[src/rtl/seed_a_row_prefixer.sv]
`default_nettype none
// ============================================================================
//  Module   : seed_a_row_prefixer
//  Purpose  : Builds the FrodoKEM Gen-A SHAKE128 absorb input per matrix-A row
//             (16-bit LE row index || 16-byte seedA) as 3 x 64-bit words.
//  Option   : SEED_A_ROW_PREFIXER_REUSE_SEED_EN enables cmd[32] seed reuse.
//  Revision : 1.0 - initial release
// ============================================================================
module seed_a_row_prefixer #(
    parameter int ROW_W = 16
) (
    input  logic               clk,
    input  logic               rst,
    input  logic [2*ROW_W:0]   cmd,
    input  logic               cmd_isReady,
    output logic               cmd_canReceive,
    input  logic [63:0]        in,
    input  logic               in_isReady,
    output logic               in_canReceive,
    output logic               in_isLast,
    output logic [63:0]        out,
    output logic               out_isReady,
    input  logic               out_canReceive,
    output logic               out_isLast,
    output logic               out_isLastRow
);

    localparam logic [1:0]       S_IDLE = 2'd0;
    localparam logic [1:0]       S_LOAD = 2'd1;
    localparam logic [1:0]       S_EMIT = 2'd2;
    localparam logic [ROW_W-1:0] c_ONE  = {{(ROW_W-1){1'b0}}, 1'b1};
    localparam logic [ROW_W-1:0] c_ZERO = '0;

`ifdef SEED_A_ROW_PREFIXER_REUSE_SEED_EN
    localparam logic c_REUSE_EN = 1'b1;
`else
    localparam logic c_REUSE_EN = 1'b0;
`endif

    logic [1:0]       r_state;
    logic [1:0]       r_ws;
    logic             r_wordCnt;
    logic [ROW_W-1:0] r_rowIdx;
    logic [ROW_W-1:0] r_rowsLeft;
    logic [63:0]      r_seedW0;
    logic [63:0]      r_seedW1;
    logic [63:0]      r_out;
    logic             r_cmdCanReceive;
    logic             r_inCanReceive;
    logic             r_inIsLast;
    logic             r_outIsReady;
    logic             r_outIsLast;
    logic             r_outIsLastRow;

    logic [1:0]       w_stateNext;
    logic [1:0]       w_wsNext;
    logic             w_wordCntNext;
    logic [ROW_W-1:0] w_rowIdxNext;
    logic [ROW_W-1:0] w_rowsLeftNext;
    logic [63:0]      w_seedW0Next;
    logic [63:0]      w_seedW1Next;
    logic [63:0]      w_outNext;
    logic             w_reuse;

    assign w_reuse = cmd[2*ROW_W] & c_REUSE_EN;

    always_comb begin
        w_stateNext    = r_state;
        w_wsNext       = r_ws;
        w_wordCntNext  = r_wordCnt;
        w_rowIdxNext   = r_rowIdx;
        w_rowsLeftNext = r_rowsLeft;
        w_seedW0Next   = r_seedW0;
        w_seedW1Next   = r_seedW1;
        case (r_state)
            S_IDLE: begin
                if (cmd_isReady && r_cmdCanReceive) begin
                    w_rowIdxNext   = cmd[2*ROW_W-1:ROW_W];
                    w_rowsLeftNext = cmd[ROW_W-1:0];
                    w_wsNext       = 2'd0;
                    w_wordCntNext  = 1'b0;
                    if (!w_reuse)
                        w_stateNext = S_LOAD;
                    else if (cmd[ROW_W-1:0] != c_ZERO)
                        w_stateNext = S_EMIT;
                end
            end
            S_LOAD: begin
                if (in_isReady && r_inCanReceive) begin
                    if (!r_wordCnt) begin
                        w_seedW0Next  = in;
                        w_wordCntNext = 1'b1;
                    end else begin
                        w_seedW1Next  = in;
                        w_wordCntNext = 1'b0;
                        w_stateNext   = (r_rowsLeft == c_ZERO) ? S_IDLE : S_EMIT;
                    end
                end
            end
            S_EMIT: begin
                if (out_canReceive && r_outIsReady) begin
                    if (r_ws == 2'd2) begin
                        w_wsNext       = 2'd0;
                        w_rowIdxNext   = r_rowIdx + c_ONE;
                        w_rowsLeftNext = r_rowsLeft - c_ONE;
                        if (r_rowsLeft == c_ONE)
                            w_stateNext = S_IDLE;
                    end else begin
                        w_wsNext = r_ws + 2'd1;
                    end
                end
            end
            default: w_stateNext = S_IDLE;
        endcase
    end

    // Output word is formed from next-cycle values so it lands in a flop.
    always_comb begin
        w_outNext = '0;
        case (w_wsNext)
            2'd0:    w_outNext = {w_seedW0Next[63-ROW_W:0], w_rowIdxNext};
            2'd1:    w_outNext = {w_seedW1Next[63-ROW_W:0], w_seedW0Next[63:64-ROW_W]};
            default: w_outNext = {{(64-ROW_W){1'b0}}, w_seedW1Next[63:64-ROW_W]};
        endcase
    end

    always_ff @(posedge clk) begin
        if (!rst) begin
            r_state         <= S_IDLE;
            r_ws            <= 2'd0;
            r_wordCnt       <= 1'b0;
            r_rowIdx        <= '0;
            r_rowsLeft      <= '0;
            r_cmdCanReceive <= 1'b1;
            r_inCanReceive  <= 1'b0;
            r_inIsLast      <= 1'b0;
            r_outIsReady    <= 1'b0;
            r_outIsLast     <= 1'b0;
            r_outIsLastRow  <= 1'b0;
        end else begin
            r_state         <= w_stateNext;
            r_ws            <= w_wsNext;
            r_wordCnt       <= w_wordCntNext;
            r_rowIdx        <= w_rowIdxNext;
            r_rowsLeft      <= w_rowsLeftNext;
            r_cmdCanReceive <= (w_stateNext == S_IDLE);
            r_inCanReceive  <= (w_stateNext == S_LOAD);
            r_inIsLast      <= (w_stateNext == S_LOAD) && w_wordCntNext;
            r_outIsReady    <= (w_stateNext == S_EMIT);
            r_outIsLast     <= (w_stateNext == S_EMIT) && (w_wsNext == 2'd2);
            r_outIsLastRow  <= (w_stateNext == S_EMIT) && (w_wsNext == 2'd2)
                               && (w_rowsLeftNext == c_ONE);
        end
    end

    // Seed and output data carry no reset; the seed survives a mid-command reset.
    always_ff @(posedge clk) begin
        if (rst) begin
            r_seedW0 <= w_seedW0Next;
            r_seedW1 <= w_seedW1Next;
        end
        r_out <= w_outNext;
    end

    assign cmd_canReceive = r_cmdCanReceive;
    assign in_canReceive  = r_inCanReceive;
    assign in_isLast      = r_inIsLast;
    assign out            = r_out;
    assign out_isReady    = r_outIsReady;
    assign out_isLast     = r_outIsLast;
    assign out_isLastRow  = r_outIsLastRow;

endmodule
`default_nettype wire

[config.mk]
export PLATFORM = sky130hd
export DESIGN_NAME = seed_a_row_prefixer
export DESIGN_NICKNAME = d
export VERILOG_FILES = /design/src/rtl/seed_a_row_prefixer.sv
export SDC_FILE = /design/constraint.sdc
export NUM_CORES = 1
export LEC_CHECK = 0
export BUFFER_PORTS_ARGS = -buffer_cell sky130_fd_sc_hd__buf_2
export CORE_UTILIZATION = 30
export CTS_CLUSTER_DIAMETER = 120
export DETAILED_ROUTE_END_ITERATION = 6
export PLACE_DENSITY = 0.46
export SYNTH_ARGS = -nofsm -noshare
export SYNTH_HDL_FRONTEND = slang
export SYNTH_SLANG_ARGS = --single-unit
[constraint.sdc]
create_clock -name clk -period 2.12 [get_ports clk]
set_clock_uncertainty 0.1 [all_clocks]
set_input_delay 0.212 -clock clk [delete_from_list [all_inputs] [get_ports clk]]
set_output_delay 0.212 -clock clk [all_outputs]
set_load 0.02 [all_outputs]
==> results.toml, run 1 <==
[sta]
relSlewSlack = 0.524
max_freq_ghz = 0.435
final_max_slew_viol_count = 0
finalHoldViolCount = 0
worst_pin_slew_ns = 0.710
rsz0062_at_grt = "yes"
fin_ws_ns = -0.178
min_period_over_period = 1.08
setup_viol = 8
fin_tns_setup_ns = -0.305
fin_crit_ns = 2.30

[power]
p_leak_nw = 6.32
cellPowerDensity_nw_per_um2 = 768
peakVddDrop_uv = 631

[floorplanning]
die_area_um2 = 34800
die_x_um = 186
initial_core_util = 0.305
coreArea_um2 = 33500
io_pins = 172
die_h_um = 186
rows = 67

[synth]
syn-num-nets = 909
ys_top_cells_by_area = "edfxtp_1, dfxtp_1, mux2_2"
synth_area_leader_cell = "edfxtp_1"
synth-seq-cells = 235
ys_warn_count = 0
syn-cell-area_um2 = 10200
yosys.area.top_type_share = 0.376
synth_cell_types = 77
synth_edf_count = 128
synth.most_common_cell = "mux2_2"
syn_area_per_cell_um2 = 12.7
synth_flop_cell = "edfxtp_1"
syn_inst = 803
synth_top_cells_by_count = "mux2_2, edfxtp_1, dfxtp_1"
async_flop_share = 0
synth_seq_area_share = 0.586

[setup_path]
slowest_stage = "or4b_1"
worstSetupPathType = "reg2reg"
cp.arrival_ns = 2.66
cp-end-kind = "flop"
reg2reg_from = "r_ws[1]$_SDFF_PN0_"
start_kind = "flop"
worstPathRequired_ns = 2.49
critPathMaxStageDelay_ns = 0.54
crit_start = "r_ws[1]$_SDFF_PN0_"
crit_chain = "and4b_2 -> nand4_1 -> o31a_1 -> o22a_1 -> or4b_1 -> nor4_2"
cp_max_fo = 4

[detailed_routing]
vias = 8125
drt-pass1-iter-count = 5
drt-total-wl_mm = 31.6
via_per_inst = 4.89
drt-initial-drc-count = 415
drc_errors = 0
postRouteAntennaNets = 0
drt-wirelength-per-cell_um = 19.0

[grt]
grt_antenna_before_repair = 0
grt_pass1_vias = 8224
grt_max_degree = 84
grt_overflow = 0
grt_pass1_wl_mm = 47.2
grt_usage = 0.170

[layout]
layout-area-overhead-vs-synth_pct = 50.7
final_cells = 1661
regArea_um2 = 6010
nets = 1296
fill_cells = 3119
multi_input_area_um2 = 4550
final_layout_size_suffix_gt1_frac = 0.482
diodes = 0

[hold_path]
hold_path_class = "in2reg"
hp-start = "in_isReady"

[status]
violations = "negative setup slack"
status = "finished, violations left"

[placement]
dpl.hpwl_mm = 20.4
gp_congestion = 0.846
portBuffers = 170
dp_slack_ns = -0.313
dp.cells = 1498

[clock_tree]
cts_buffer_depth = 3
htreeDepth = 1
clk_pin_slew_ns = 0.06
root_buffer = "clkbuf_16"
tritoncts = "yes"
numCtsBuffers = 29
clock_sinks = 235
clkLatencyLatePin_ns = 0.55

[job]
cap_viol_max_count = 0
repair_timing:
action	in CTS	in global routing
gates resized for setup	43	133
hold buffers	81	0
pin swaps	7	39
buffers inserted	9	9
hold endpoints to repair	209	0
cloned	3	9
endpoints found under the setup margin	88	82
critical path, delay by kind of cell (launching register included):
kind	cells	cell delay, ns
AND/OR/NAND/NOR	4	1.17
AO/OA/AOI/OAI	2	0.53
flip-flops	1	0.41
state kept, by name (all words and copies together) (netlist names), 2 cells and up:
register and count:
r_seedW1 64, r_rowIdx 16, r_state 2, r_rowsLeft 16
r_ws 2, r_seedW0 64, out 64
power breakdown:
part | leakage, nW | switching, mW | internal, mW
registers | 2.15 | 0.110 | 5.15
clock network | 0.444 | 1.97 | 2.84
logic | 3.73 | 0.880 | 0.887
cell families after synthesis:
group	count (synthesis)	synth area share
buffers and inverters	64	0.0265
xor gates and xnor gates	2	0.00172
muxes	134	0.147
DFF	235	0.586
AOI/OAI and AO/OA	184	0.135
adders and majority gates	4	0.00490
and+or+nand+nor	180	0.0986
layout by cell type, fill, tap and decap left out, drive strengths merged, types with 4 or more instances in the layout:
cell / n
nor2: 32
edfxtp: 128
mux2: 131
nand2: 46
a22o: 50
nand4b: 4
or4: 6
o22a: 5
a211oi: 8
nor3: 20
a22oi: 10
clkbuf: 46
o21ai: 17
nand3: 9
dlygate4sd3: 81
clkinvlp: 5
a21oi: 27
a31oi: 4
inv: 12
o22ai: 19
clkinv: 9
buf: 316
and2: 14
ha: 4
a221oi: 5
o221ai: 4
nand4: 9
dfxtp: 107
nor4: 12
layer usage:
metal  track usage  up-vias  part of all wire
li1              -     3925                 -
met1         0.230     3952              0.47
met2         0.284      211              0.47
met3        0.0288       37             0.046
met4        0.0337        0             0.017
met5             0        -                 0
final cells by class:
| cell class | count | area share |
|---|---|---|
| flip-flops and latches | 235 | 0.390 |
| multi-input cells | 505 | 0.296 |
| repair buffers | 408 | 0.214 |
| clock buffers | 37 | 0.0504 |
| well taps | 448 | 0.0364 |
| clock inverters | 17 | 0.0104 |
| inverters | 11 | 0.00268 |
metrics by stage:
step	power [mW]	instance area [um^2]	utilization	hold slack, ns
2_1_floorplan	6.09	10200	-	0.224
3_3_place_gp	6.81	12500	0.373	0.368
3_5_place_dp	6.81	12500	0.373	0.376
4_1_cts	11.8	14600	0.434	0.000327
5_1_grt	12.3	15400	0.459	0.0388
6_report	11.8	15400	0.459	0.0294
path summary, 6_finish.rpt:
kind / slack (ns) / end / depth (start not counted)
worst max-delay path: -0.18 / out_isLastRow$_SDFF_PN0_ / 6
worst min-delay path: 0.03 / r_state[0]$_SDFF_PN0_ / 4
worst min register to register: 0.47 / r_seedW0[3]$_DFFE_PP_ / 1
worst max register to register: -0.18 / out_isLastRow$_SDFF_PN0_ / 6
No activity file was read; power rests on OpenSTA's default activity.
==> run 2: changes to the inputs <==
--- a/config.mk
+++ b/config.mk
@@ -7,9 +7,11 @@
 export LEC_CHECK = 0
 export BUFFER_PORTS_ARGS = -buffer_cell sky130_fd_sc_hd__buf_2
 export CORE_UTILIZATION = 30
+export CTS_BUF_LIST = sky130_fd_sc_hd__clkbuf_2
 export CTS_CLUSTER_DIAMETER = 120
 export DETAILED_ROUTE_END_ITERATION = 6
 export PLACE_DENSITY = 0.46
+export RECOVER_POWER = 100
 export SYNTH_ARGS = -nofsm -noshare
 export SYNTH_HDL_FRONTEND = slang
 export SYNTH_SLANG_ARGS = --single-unit
==> run 2 against run 1 <==
Against the previous run:
- count of clock-buffer cells in the layout rose by 70
- routed wire length grew 2.6%
- the run still ends with negative setup slack left
- core utilization decreased by 0.85 points
- cell count rose by 6.1%
- largest cell class unchanged
- via count up 4.0%
- critical path type unchanged
- global-route usage grew 0.49 points
- die area unchanged
- combinational power decreased by 5%
- hold slack gained 0.055 ns
==> results.toml, run 2 (synthesis results as in run 1) <==
[status]
status = "finished, violations left"
violations = "negative setup slack"

[grt]
grt_pass1_wl_mm = 47.7
grt_max_degree = 84
grt_overflow = 0
grt_usage = 0.175
grt_antenna_before_repair = 1
grt_pass1_vias = 8681

[clock_tree]
clk_pin_slew_ns = 0.09
clock_sinks = 235
numCtsBuffers = 70
tritoncts = "yes"
htreeDepth = 3
cts_buffer_depth = 3
clkLatencyLatePin_ns = 0.87
root_buffer = "clkbuf_2"

[setup_path]
reg2reg_from = "r_rowsLeft[0]$_SDFF_PN0_"
worstSetupPathType = "reg2reg"
ff2ff_path_depth = 8
rrSetupSlack_ns = -0.24
cp_max_fo = 5
cp.arrival_ns = 3.03
worstPathRequired_ns = 2.79
cp-end-kind = "flop"
start_kind = "flop"
reg2reg_to = "out_isLastRow$_SDFF_PN0_"

[sta]
fin_ws_ns = -0.240
rsz0062_at_grt = "yes"
fin_crit_ns = 2.36
whs_ns = 0.0844
final_max_slew_viol_count = 0
fin_tns_setup_ns = -4.81
setup_viol = 101
min_period_over_period = 1.11
max_freq_ghz = 0.424
worst_pin_slew_ns = 1.24
finalHoldViolCount = 0
relSlewSlack = 0.174

[layout]
final_cell_mix = "edfxtp_1, clkbuf_2, buf_4, dlygate4sd3_1"
final_cells = 1763
post-route-cell-area_um2 = 15100
fill_cells = 3239
regArea_um2 = 5990
final_layout_size_suffix_gt1_frac = 0.440
multi_input_area_um2 = 4430
nets = 1364
final_common_cell = "edfxtp_1"
layout-area-overhead-vs-synth_pct = 47.9

[placement]
portBuffers = 170
dp.cells = 1498
gp_congestion = 0.846
place_area_um2 = 12500
dpl.hpwl_mm = 20.4

[floorplanning]
die_x_um = 186
die_h_um = 186
io_pins = 172
initial_core_util = 0.305
coreArea_um2 = 33500
die_area_um2 = 34800
rows = 67

[detailed_routing]
postRouteAntennaNets = 0
drt-wirelength-per-cell_um = 18.4
drc_errors = 0
drt-total-wl_mm = 32.4
drt-pass1-iter-count = 5
drt-initial-drc-count = 379
via_per_inst = 4.79
vias = 8449

[job]
cap_viol_max_count = 0

[power]
p_leak_nw = 6.19
peakVddDrop_uv = 506
cellPowerDensity_nw_per_um2 = 708

[hold_path]
whs_path_depth = 4
hold_path_class = "in2reg"
hp-start = "cmd[9]"
holdPathEnd = "r_rowsLeft[9]$_SDFF_PN0_"
run 2: worst max path at each step:
| stage | startpoint | endpoint | slack (ns) | cells past startpoint |
|---|---|---|---|---|
| detailed placement | r_state[1]$_SDFF_PN0_ | out_isLastRow$_SDFF_PN0_ | -0.31 | 8 |
| finish | r_rowsLeft[0]$_SDFF_PN0_ | out_isLastRow$_SDFF_PN0_ | -0.24 | 8 |
| global route | r_rowsLeft[0]$_SDFF_PN0_ | out_isLastRow$_SDFF_PN0_ | -0.36 | 8 |
| global placement | r_state[1]$_SDFF_PN0_ | out_isLastRow$_SDFF_PN0_ | -0.36 | 8 |
| CTS | r_rowsLeft[0]$_SDFF_PN0_ | out_isLastRow$_SDFF_PN0_ | -0.28 | 8 |
| floorplan | r_rowsLeft[0]$_SDFF_PN0_ | out_isLastRow$_SDFF_PN0_ | -0.18 | 8 |
run 2: critical path, cell delays in order (launching register included):
cell and delay [ns]:
dfxtp_1 0.34, inv_1 0.08, ha_2 0.21, or3b_2 0.46, nor3_1 0.19, a41oi_1 0.18, nor3b_1 0.28, nand4_1 0.16
nor4_2 0.28
run 2: metrics by stage:
stage          setup WS, ns   util  total power, mW
4_1_cts              -0.278  0.430             10.8
6_report             -0.240  0.450             10.7
5_1_grt              -0.364  0.450             11.3
3_3_place_gp         -0.358  0.373             6.81
2_1_floorplan        -0.179      -             6.09
3_5_place_dp         -0.313  0.373             6.81
run 2: where the power goes:
part / switching, mW / total, mW / internal [mW]
Sequential: 0.109 / 5.25 / 5.14
Combinational: 0.870 / 1.68 / 0.814
Clock: 2.06 / 3.77 / 1.71
run 2: cell type report:
class / instances / share of cell area
flip-flops and latches: 235 / 0.397
multi-input cells: 504 / 0.294
repair buffers: 436 / 0.223
well taps: 448 / 0.0371
clock buffers: 107 / 0.0355
clock inverters: 21 / 0.0111
inverters: 11 / 0.00273
diodes: 1 / 0.000166
run 2: metal layers:
layer	up-vias	track usage	wire length [um]
met3	36	0.0457	1650
li1	4096	-	-
met1	4091	0.223	15000
met4	0	0.0577	500
met2	226	0.286	15300
met5	-	0	0
run 2: repair_timing:
| action | in CTS | in global routing |
|---|---|---|
| resized for setup | 27 | 128 |
| pin swaps | 3 | 45 |
| setup buffers | 3 | 20 |
| hold endpoints to repair | 362 | 0 |
| cloned | 1 | 11 |
| setup endpoints to repair | 82 | 66 |
| hold buffers | 104 | 0 |
